[src/rtl/matvec_loader.sv]
// matvec_loader: fetches ROWS matrix words plus one vector word, unpacks
// them byte-serially into the operand FIFOs, then runs matvec_mult once.
module matvec_loader #(
  parameter int ADDR_W = 32,
  parameter int ROWS   = 8
) (
  input  logic              clk,
  input  logic              rst,
  input  logic              go,
  input  logic [ADDR_W-1:0] base_addr,
  output logic [ADDR_W-1:0] mem_address,
  output logic              mem_read,
  input  logic              mem_waitrequest,
  input  logic [63:0]       mem_readdata,
  input  logic              mem_readdatavalid,
  output logic [ROWS:0]     fifo_wr_en,
  output logic [7:0]        fifo_wr_data,
  input  logic [ROWS:0]     fifo_full,
  output logic              mac_clr,
  output logic              mv_start,
  input  logic              mv_done,
  output logic              busy,
  output logic              complete
);

  localparam int IDX_W = $clog2(ROWS + 1);
  localparam int CNT_W = $clog2(ROWS);

  typedef enum logic [2:0] {
    IDLE,
    CLR,
    REQ,
    WAIT_DATA,
    UNPACK,
    START,
    WAIT_DONE
  } state_t;

  state_t state;
  state_t nxt;

  logic [ADDR_W-1:0] base_q;
  logic [IDX_W-1:0]  word_idx;
  logic [CNT_W-1:0]  byte_cnt;
  logic [63:0]       data_q;

  logic wr_ok;
  logic last_byte;
  logic last_word;
  logic accept;

  // The current target FIFO can take a byte; word_idx never exceeds ROWS.
  assign wr_ok     = !fifo_full[word_idx];
  assign last_byte = byte_cnt == CNT_W'(ROWS - 1);
  assign last_word = word_idx == IDX_W'(ROWS);
  assign accept    = !mem_waitrequest;

  // State register.
  always_ff @(posedge clk) begin
    if (rst) state <= IDLE;
    else     state <= nxt;
  end

  // Next-state logic; go is only looked at in IDLE, so it is ignored while busy.
  always_comb begin
    nxt = state;
    unique case (state)
      IDLE:      if (go) nxt = CLR;
      CLR:       nxt = REQ;
      REQ:       if (accept) nxt = WAIT_DATA;
      WAIT_DATA: if (mem_readdatavalid) nxt = UNPACK;
      UNPACK: begin
        if (wr_ok && last_byte) nxt = last_word ? START : REQ;
      end
      START:     nxt = WAIT_DONE;
      WAIT_DONE: if (mv_done) nxt = IDLE;
      default:   nxt = IDLE;
    endcase
  end

  // Datapath: base latch, word/byte counters and the captured read word.
  always_ff @(posedge clk) begin
    if (rst) begin
      base_q   <= '0;
      word_idx <= '0;
      byte_cnt <= '0;
      data_q   <= '0;
    end else begin
      unique case (state)
        IDLE: if (go) base_q <= base_addr;
        CLR:  word_idx <= '0;
        WAIT_DATA: begin
          if (mem_readdatavalid) begin
            data_q   <= mem_readdata;
            byte_cnt <= '0;
          end
        end
        UNPACK: begin
          if (wr_ok) begin
            byte_cnt <= byte_cnt + 1'b1;
            if (last_byte && !last_word) word_idx <= word_idx + 1'b1;
          end
        end
        default: ;
      endcase
    end
  end

  // Outputs: decoded from state, with the FIFO strobe gated by full.
  always_comb begin
    mem_address  = '0;
    mem_read     = 1'b0;
    fifo_wr_en   = '0;
    fifo_wr_data = '0;
    mac_clr      = 1'b0;
    mv_start     = 1'b0;
    busy         = state != IDLE;
    complete     = 1'b0;
    unique case (state)
      CLR: mac_clr = 1'b1;
      REQ: begin
        mem_read    = 1'b1;
        mem_address = base_q + {{(ADDR_W - IDX_W){1'b0}}, word_idx};
      end
      UNPACK: begin
        if (wr_ok) begin
          fifo_wr_en   = (ROWS + 1)'(1) << word_idx;
          fifo_wr_data = data_q[{byte_cnt, 3'b000} +: 8];
        end
      end
      START:     mv_start = 1'b1;
      WAIT_DONE: complete = mv_done;
      default: ;
    endcase
  end

endmodule
[config.mk]
export PLATFORM = sky130hd
export DESIGN_NAME = matvec_loader
export DESIGN_NICKNAME = d
export VERILOG_FILES = /design/src/rtl/matvec_loader.sv
export SDC_FILE = /design/constraint.sdc
export NUM_CORES = 1
export LEC_CHECK = 0
export ABC_AREA = 1
export BUFFER_PORTS_ARGS = -buffer_cell sky130_fd_sc_hd__buf_4
export CORE_ASPECT_RATIO = 2
export CORE_MARGIN = 5
export CORE_UTILIZATION = 30
export CTS_CLUSTER_DIAMETER = 30
export DETAILED_ROUTE_END_ITERATION = 10
export HOLD_SLACK_MARGIN = 0.06
export PLACE_DENSITY = 0.57
export SYNTH_ARGS = -nofsm -noshare
export SYNTH_HDL_FRONTEND = slang
export SYNTH_SLANG_ARGS = --single-unit
[constraint.sdc]
create_clock -name clk -period 2.2 [get_ports clk]
set_input_delay 0.22 -clock clk [delete_from_list [all_inputs] [get_ports clk]]
set_output_delay 0.22 -clock clk [all_outputs]
set_load 0.02 [all_outputs]
==> metrics, run 1 <==
result of the run finished, violations left; violations in the final reports setup timing; CTS tree built; root cell of the clock tree sky130_fd_sc_hd__clkbuf_16; async set or reset register ratio after synthesis 0%; measured slew at the worst slew-check pin about 0.62 ns; Slowest cell on crit path sky130_fd_sc_hd__dfxtp_2; Arr. time, crit path between 2 and 2.5 ns; required time reported for the critical path endpoint 1.98 ns; final worst path period need 2.46 ns; area of the placeable core between 15000 and 20000 um^2; CP Buf/Inv Count 3; count of routing violations after the opening detailed-route iteration between 200 and 300; cell taking the most area after synthesis sky130_fd_sc_hd__dfxtp_1; final count of pins violating max slew 0; number of global-route vias before repair 6444; predominant post-synthesis flop cell sky130_fd_sc_hd__dfxtp_1; number of rows created at floorplan between 70 and 80; final layout net count ~1200; Post-Synthesis Cells just under 900; die extent in y around 210 um; Buffers on Ports around 160; VDD IR max roughly 430 uV; fraction of layout instances using a drive strength above 1 around 33%; mapped cell area a little under 6000 um^2; Max Clk Rate slightly above 400 MHz; Avg Synthesized Cell Area ~6.5 um^2; router iterations before antenna repair 4; clock-pin slew on the worst setup and hold paths 0.07 ns; clock latency on the worst-skew pair around 0.35 ns; fill cell count a little over 2000; final setup margin -0.262 ns; summed negative setup slack over all endpoints -3.68 ns; WS Path Type reg -> out; maximum fanout count along the critical path 5; setup repair after global routing missed its margin true; Hold/Removal Path Class in -> reg; Post-Route WL around 22000 um; Final Setup Violations 26; number of maximum-capacitance violations 0; drc violations 0; cell-by-cell listing of the critical path ha_4 -> inv_2 -> fa_2 -> inv_2 -> nand3_2 -> nand2_4 -> nand2_4 -> nor2_4 -> nand4_1 -> o21ai_2 -> a21oi_2 -> buf_6; leakage component of the power approximately 3.7 nW; DR vias between 6000 and 7000; Unique masters post-synth 32; first-pass GRT wire length approximately 33000 um; top post-synthesis cells by area sky130_fd_sc_hd__dfxtp_1 (37%), sky130_fd_sc_hd__o21ai_0 (10%), sky130_fd_sc_hd__nor2_1 (9.8%), sky130_fd_sc_hd__a21oi_1 (8.9%), sky130_fd_sc_hd__nand2_1 (8.2%); number of clock sinks between 100 and 150; aggregate global-route resource usage between 10% and 20%; buffers from clock root to sink, at most 2; number of clock buffers inserted by TritonCTS 9; element type at the critical path start register; die outline area roughly 22000 um^2; placed wire-length estimate after detailed placement approximately 17000 um; initial cell density of the core a little under a third; area added between synthesis and finish 49.1%; remaining global-route overflow 0; number of enable-type register cells in the synthesized netlist 0; FF+latch count, synth about 110; remaining antenna violation count after routing 0; largest net degree at the start of global routing 57; dominant delay contributor by cell family on the critical path simple AND/OR/NAND/NOR gates; crit share post-route 112%; total power density per cell area 765 nW/um^2; net count after synthesis just over 1000; Worst Setup End Kind primary output; share of the synthesized area in the top cell type a little under two fifths; slowest stage delay, CP 0.36 ns; hold buffers post-CTS 0; Hold Worst Slack 0.0907 ns; sequential share of the synthesized area a little under two fifths; number of vias per cell 4.82; H-tree depth 3; Boundary Pins about 170; relative slew slack approximately 58%; setup skew after layout about 0.011 ns; routability cong. between 0.9 and 1; die width about 110 um; Ys Warns 0; number of endpoints with negative hold slack in the final report 0; average wire length per cell after detail routing 16.7 um; initial antenna violation count 1
## area by class of cell
cell class	count	area, um^2	share of cell area (%)
flip-flops and latches	106	2140	24.9
diodes	1	2.50	0.0291
repair buffers	232	1910	22.2
inverters	111	427	4.95
clock buffers	13	260	3.02
well taps	255	319	3.70
clock inverters	3	21.3	0.247
multi-input cells	624	3530	41.0
## worst paths after layout
path | to | startpoint | cells past startpoint | slack [ns]
setup / recovery | mem_address[22] | word_idx[0]$_SDFFE_PP0P_ | 12 | -0.26
hold / removal | data_q[28]$_SDFFE_PP0P_ | mem_readdata[28] | 3 | 0.09
setup reg to reg | word_idx[1]$_SDFFE_PP0P_ | word_idx[0]$_SDFFE_PP0P_ | 13 | 0.23
hold reg to reg | data_q[46]$_SDFFE_PP0P_ | data_q[46]$_SDFFE_PP0P_ | 2 | 0.45
## worst register-to-register path: cells and delay by family, from the launching register on
family,cells,cell delay (ns)
DFF,1,0.34
adders and majority gates,1,0.20
and+or+nand+nor,4,0.39
AOI/OAI and AO/OA,2,0.35
buffers and inverters,6,0.64
## what timing repair did
item,CTS,global route
gates cloned,1,0
pin swaps,27,27
hold endpoints to repair,0,0
gates resized for setup,69,105
buffers inserted,8,14
endpoints found under the setup margin,35,45
## stage by stage
| step | setup WS, ns | total power, mW | util [%] | instance area [um^2] | std cells |
|---|---|---|---|---|---|
| after floorplan | 0.0144 | 3.76 | - | 5790 | 888 |
| after global placement | -0.231 | 4.72 | 39.8 | 7530 | 1307 |
| after detailed placement | -0.273 | 4.73 | 39.8 | 7530 | 1307 |
| after CTS | -0.320 | 6.45 | 42.9 | 8110 | 1331 |
| after global routing | -0.371 | 7.03 | 45.5 | 8610 | 1345 |
| final | -0.262 | 6.59 | 45.5 | 8610 | 1345 |
## state kept, by name, indices dropped and copies added (netlist names)
register and cells:
base_q 32, byte_cnt 3, data_q 64, state 3, word_idx 4
## per-layer routing
layer	vias up	share of wire (%)	wire length, um	global-route usage, %
li1	3288	-	-	-
met1	2960	32	7150	17.8
met2	184	58	13000	40.2
met3	57	3.7	839	2.47
met4	0	6.2	1400	12.3
met5	-	0	0	0
## cells in the mapped netlist (all sizes together) (3+ instances only)
| cell | number |
|---|---|
| o211ai | 18 |
| dfxtp | 106 |
| o21ai | 122 |
| nor3 | 22 |
| buf | 19 |
| nand4 | 10 |
| inv | 111 |
| xor2 | 10 |
| a31oi | 3 |
| a21oi | 103 |
| nand3 | 31 |
| nand2 | 126 |
| clkbuf | 28 |
| nor4 | 3 |
| nand3b | 3 |
| nor2 | 154 |
| ha | 12 |
## cell families after synthesis
group | Yosys count | synth area share [%]
AO/OA/AOI/OAI | 249 | 22.6
adder cells (fa/ha/maj) | 13 | 2.95
flip-flops | 106 | 36.7
XOR/XNOR | 10 | 1.52
buffers and inverters | 158 | 10.8
AND/OR/NAND/NOR | 352 | 25.4
## cells in the final DEF (no fill, tap or decap), types with 5 or more instances in the layout
master	instances
sky130_fd_sc_hd__dfxtp_2	10
sky130_fd_sc_hd__a21oi_1	95
sky130_fd_sc_hd__nand3_1	23
sky130_fd_sc_hd__clkbuf_16	9
sky130_fd_sc_hd__dfxtp_1	94
sky130_fd_sc_hd__nor2_4	23
sky130_fd_sc_hd__nand2_4	11
sky130_fd_sc_hd__ha_1	7
sky130_fd_sc_hd__o21ai_0	116
sky130_fd_sc_hd__buf_12	5
sky130_fd_sc_hd__nor2_1	128
sky130_fd_sc_hd__nand2_2	8
sky130_fd_sc_hd__buf_6	29
sky130_fd_sc_hd__a21oi_2	7
sky130_fd_sc_hd__nor3_1	11
sky130_fd_sc_hd__inv_2	11
sky130_fd_sc_hd__buf_4	198
sky130_fd_sc_hd__nand3_2	8
sky130_fd_sc_hd__o211ai_1	18
sky130_fd_sc_hd__inv_1	98
sky130_fd_sc_hd__nand2_1	107
sky130_fd_sc_hd__nand4_1	10
sky130_fd_sc_hd__xor2_1	10
sky130_fd_sc_hd__nor3_2	9
## where the power goes
group	switching [mW]	internal, mW
Combinational	1.56	0.983
Sequential	0.283	2.20
Clock	0.734	0.835
(Power assumes the default switching activity.)
==> run 2, diff against run 1 <==
- CELL_PAD_IN_SITES_DETAIL_PLACEMENT: default -> 1
- CELL_PAD_IN_SITES_GLOBAL_PLACEMENT: default -> 1
- PLACE_DENSITY: 0.57 -> 0.75
==> metrics, run 2 (synthesis gave the netlist of run 1 again) <==
result of the run finished, violations left; violations in the final reports setup timing; net switching fraction of the power 39.8%; area added between synthesis and finish 46.1%; number of clock buffers inserted by TritonCTS 9; count of cells along the worst register-to-register path 11; initial cell density of the core a little under a third; Placed Cells incl. Taps roughly 1300; remaining global-route overflow 0; die extent in y roughly 210 um; routability cong. between 0.9 and 1; WS Path Type reg -> out; Boundary Pins ~170; number of standard cells in the final layout excluding fillers 1337; total power density per cell area between 700 and 800 nW/um^2; Worst Setup End Kind primary output; Max Clk Rate between 300 and 400 MHz; most frequent cells in the layout sky130_fd_sc_hd__buf_4 (197), sky130_fd_sc_hd__nor2_1 (136), sky130_fd_sc_hd__o21ai_0 (115); slack of the worst reg-to-reg path approximately 0.32 ns; aggregate global-route resource usage a little over a fifth; number of rows created at floorplan 71; largest register by flop count data_q; Multi-input gate area ~3400 um^2; number of vias per cell 5.01; Buffers on Ports around 160; CTS tree built; setup repair after global routing missed its margin true; Final Setup Violations 29; Flop pwr share 37.2%; initial antenna violation count 0; fraction of layout instances using a drive strength above 1 31.1%; die outline area approximately 22000 um^2; Sequential Area roughly 2100 um^2; fill cell count 2430; VDD IR max approximately 350 uV; largest net degree at the start of global routing between 60 and 70; measured slew at the worst slew-check pin roughly 0.5 ns; setup skew after layout 0.00885 ns; placed wire-length estimate after detailed placement roughly 18000 um; final layout net count around 1200; Hold/Removal Path Class in -> reg; required time reported for the critical path endpoint a little under 2 ns; final worst path period need between 2 and 3 ns; Pwr Total a little under 7 mW; average wire length per cell after detail routing around 19 um; switching power of the nets between 2 and 3 mW; area of the placeable core 18900 um^2; Arr. time, crit path approximately 2.3 ns; number of flip-flops under the largest register name 64; leakage component of the power about 3.6 nW; H-tree depth 3; most common cell after layout, fill and taps aside sky130_fd_sc_hd__buf_4; die width between 100 and 150 um; clock-pin slew on the worst setup and hold paths 0.08 ns; Post-Route WL around 25000 um; relative contribution of the clock network to total power about a quarter; DR vias 6697; remaining antenna violation count after routing 0; number of maximum-capacitance violations 0; root cell of the clock tree sky130_fd_sc_hd__clkbuf_16; final setup margin -0.337 ns; count of routing violations after the opening detailed-route iteration between 100 and 150; number of clock sinks 106; final count of pins violating max slew 0; number of diodes added for antenna fixing 0; cell depth of the worst min-delay path 3; post-route design area about 8400 um^2; drc violations 0; internal cell power approximately 4.1 mW; number of endpoints with negative hold slack in the final report 0; total cell area at the placement stage around 7500 um^2; number of global-route vias before repair roughly 7200; Regs by FF count data_q x64, base_q x32, word_idx x4; first-pass GRT wire length 36600 um; relative slew slack 66.1%; element type at the critical path start register; crit share post-route 115%; Combinational Power Share between 30 and 40%; maximum fanout count along the critical path 6; router iterations before antenna repair 4; Hold Worst Slack around 0.073 ns; buffers from clock root to sink, at most 2; clock latency on the worst-skew pair ~0.36 ns
run 2: cell count changes in the layout (fill, tap and decap cells not counted), sizes merged:
cell	before	now
buf	232	224
inv	112	115
clkbuf	13	11
bufinv	0	1
clkinvlp	1	0
diode	1	0
run 2: worst paths after layout:
path,startpoint,to
hold / removal,mem_readdata[56],data_q[56]$_SDFFE_PP0P_
setup / recovery,word_idx[0]$_SDFFE_PP0P_,mem_address[26]
hold reg to reg,data_q[9]$_SDFFE_PP0P_,data_q[9]$_SDFFE_PP0P_
setup reg to reg,word_idx[1]$_SDFFE_PP0P_,word_idx[2]$_SDFFE_PP0P_
run 2: metrics by stage:
step                util, %  setup WS, ns  TNS, ns
floorplan                 -        0.0144        0
CTS                    43.5        -0.286    -5.21
finish                 44.6        -0.337    -6.43
global route           44.6        -0.427    -9.31
detailed placement     39.6        -0.160    -1.03
global placement       39.6       -0.0836   -0.283
run 2: critical path, cell delays in order (launching register included):
cell,delay (ns)
sky130_fd_sc_hd__dfxtp_2,0.36
sky130_fd_sc_hd__ha_4,0.14
sky130_fd_sc_hd__inv_2,0.04
sky130_fd_sc_hd__fa_2,0.35
sky130_fd_sc_hd__inv_2,0.08
sky130_fd_sc_hd__nand3_2,0.09
sky130_fd_sc_hd__nand2_4,0.11
sky130_fd_sc_hd__nand2_4,0.07
sky130_fd_sc_hd__nor2_4,0.09
sky130_fd_sc_hd__buf_6,0.13
sky130_fd_sc_hd__nand3b_1,0.10
sky130_fd_sc_hd__xor2_1,0.17
sky130_fd_sc_hd__nor2_2,0.10
sky130_fd_sc_hd__buf_6,0.13
run 2: repair_timing:
item	in CTS	in global routing
buffers inserted	18	7
hold buffers	0	0
cloned	0	1
setup endpoints to repair	43	46
gates resized for setup	82	44
pin swaps	19	16
endpoints found under the hold margin	0	0
run 2: cell type report:
| cell class | count | area share, % |
|---|---|---|
| Timing Repair Buffer | 225 | 22.1 |
| Sequential cell | 106 | 25.4 |
| Clock buffer | 10 | 2.83 |
| Tap cell | 255 | 3.78 |
| Inverter | 111 | 5.00 |
| Clock inverter | 6 | 0.934 |
| Multi-Input combinational cell | 624 | 39.9 |
run 2: power by group through the flow:
stage               Combinational (mW)  Clock (mW)  Sequential, mW
finish                            2.46        1.78            2.51
global route                      2.70        1.90            2.54
CTS                               2.37        1.82            2.49
detailed placement                2.25           0            2.51
floorplan                         1.36           0            2.40
global placement                  2.20           0            2.50
run 2: routing by layer:
metal / vias to the layer above / GRT usage (%) / part of all wire [%] / routed length [um]
met3: 84 / 2.56 / 3.0 / 745
met4: 0 / 14.4 / 6.5 / 1630
met5: - / 0 / 0 / 0
met2: 172 / 44.5 / 58 / 14400
met1: 3171 / 18.3 / 32 / 8040
li1: 3270 / - / - / -
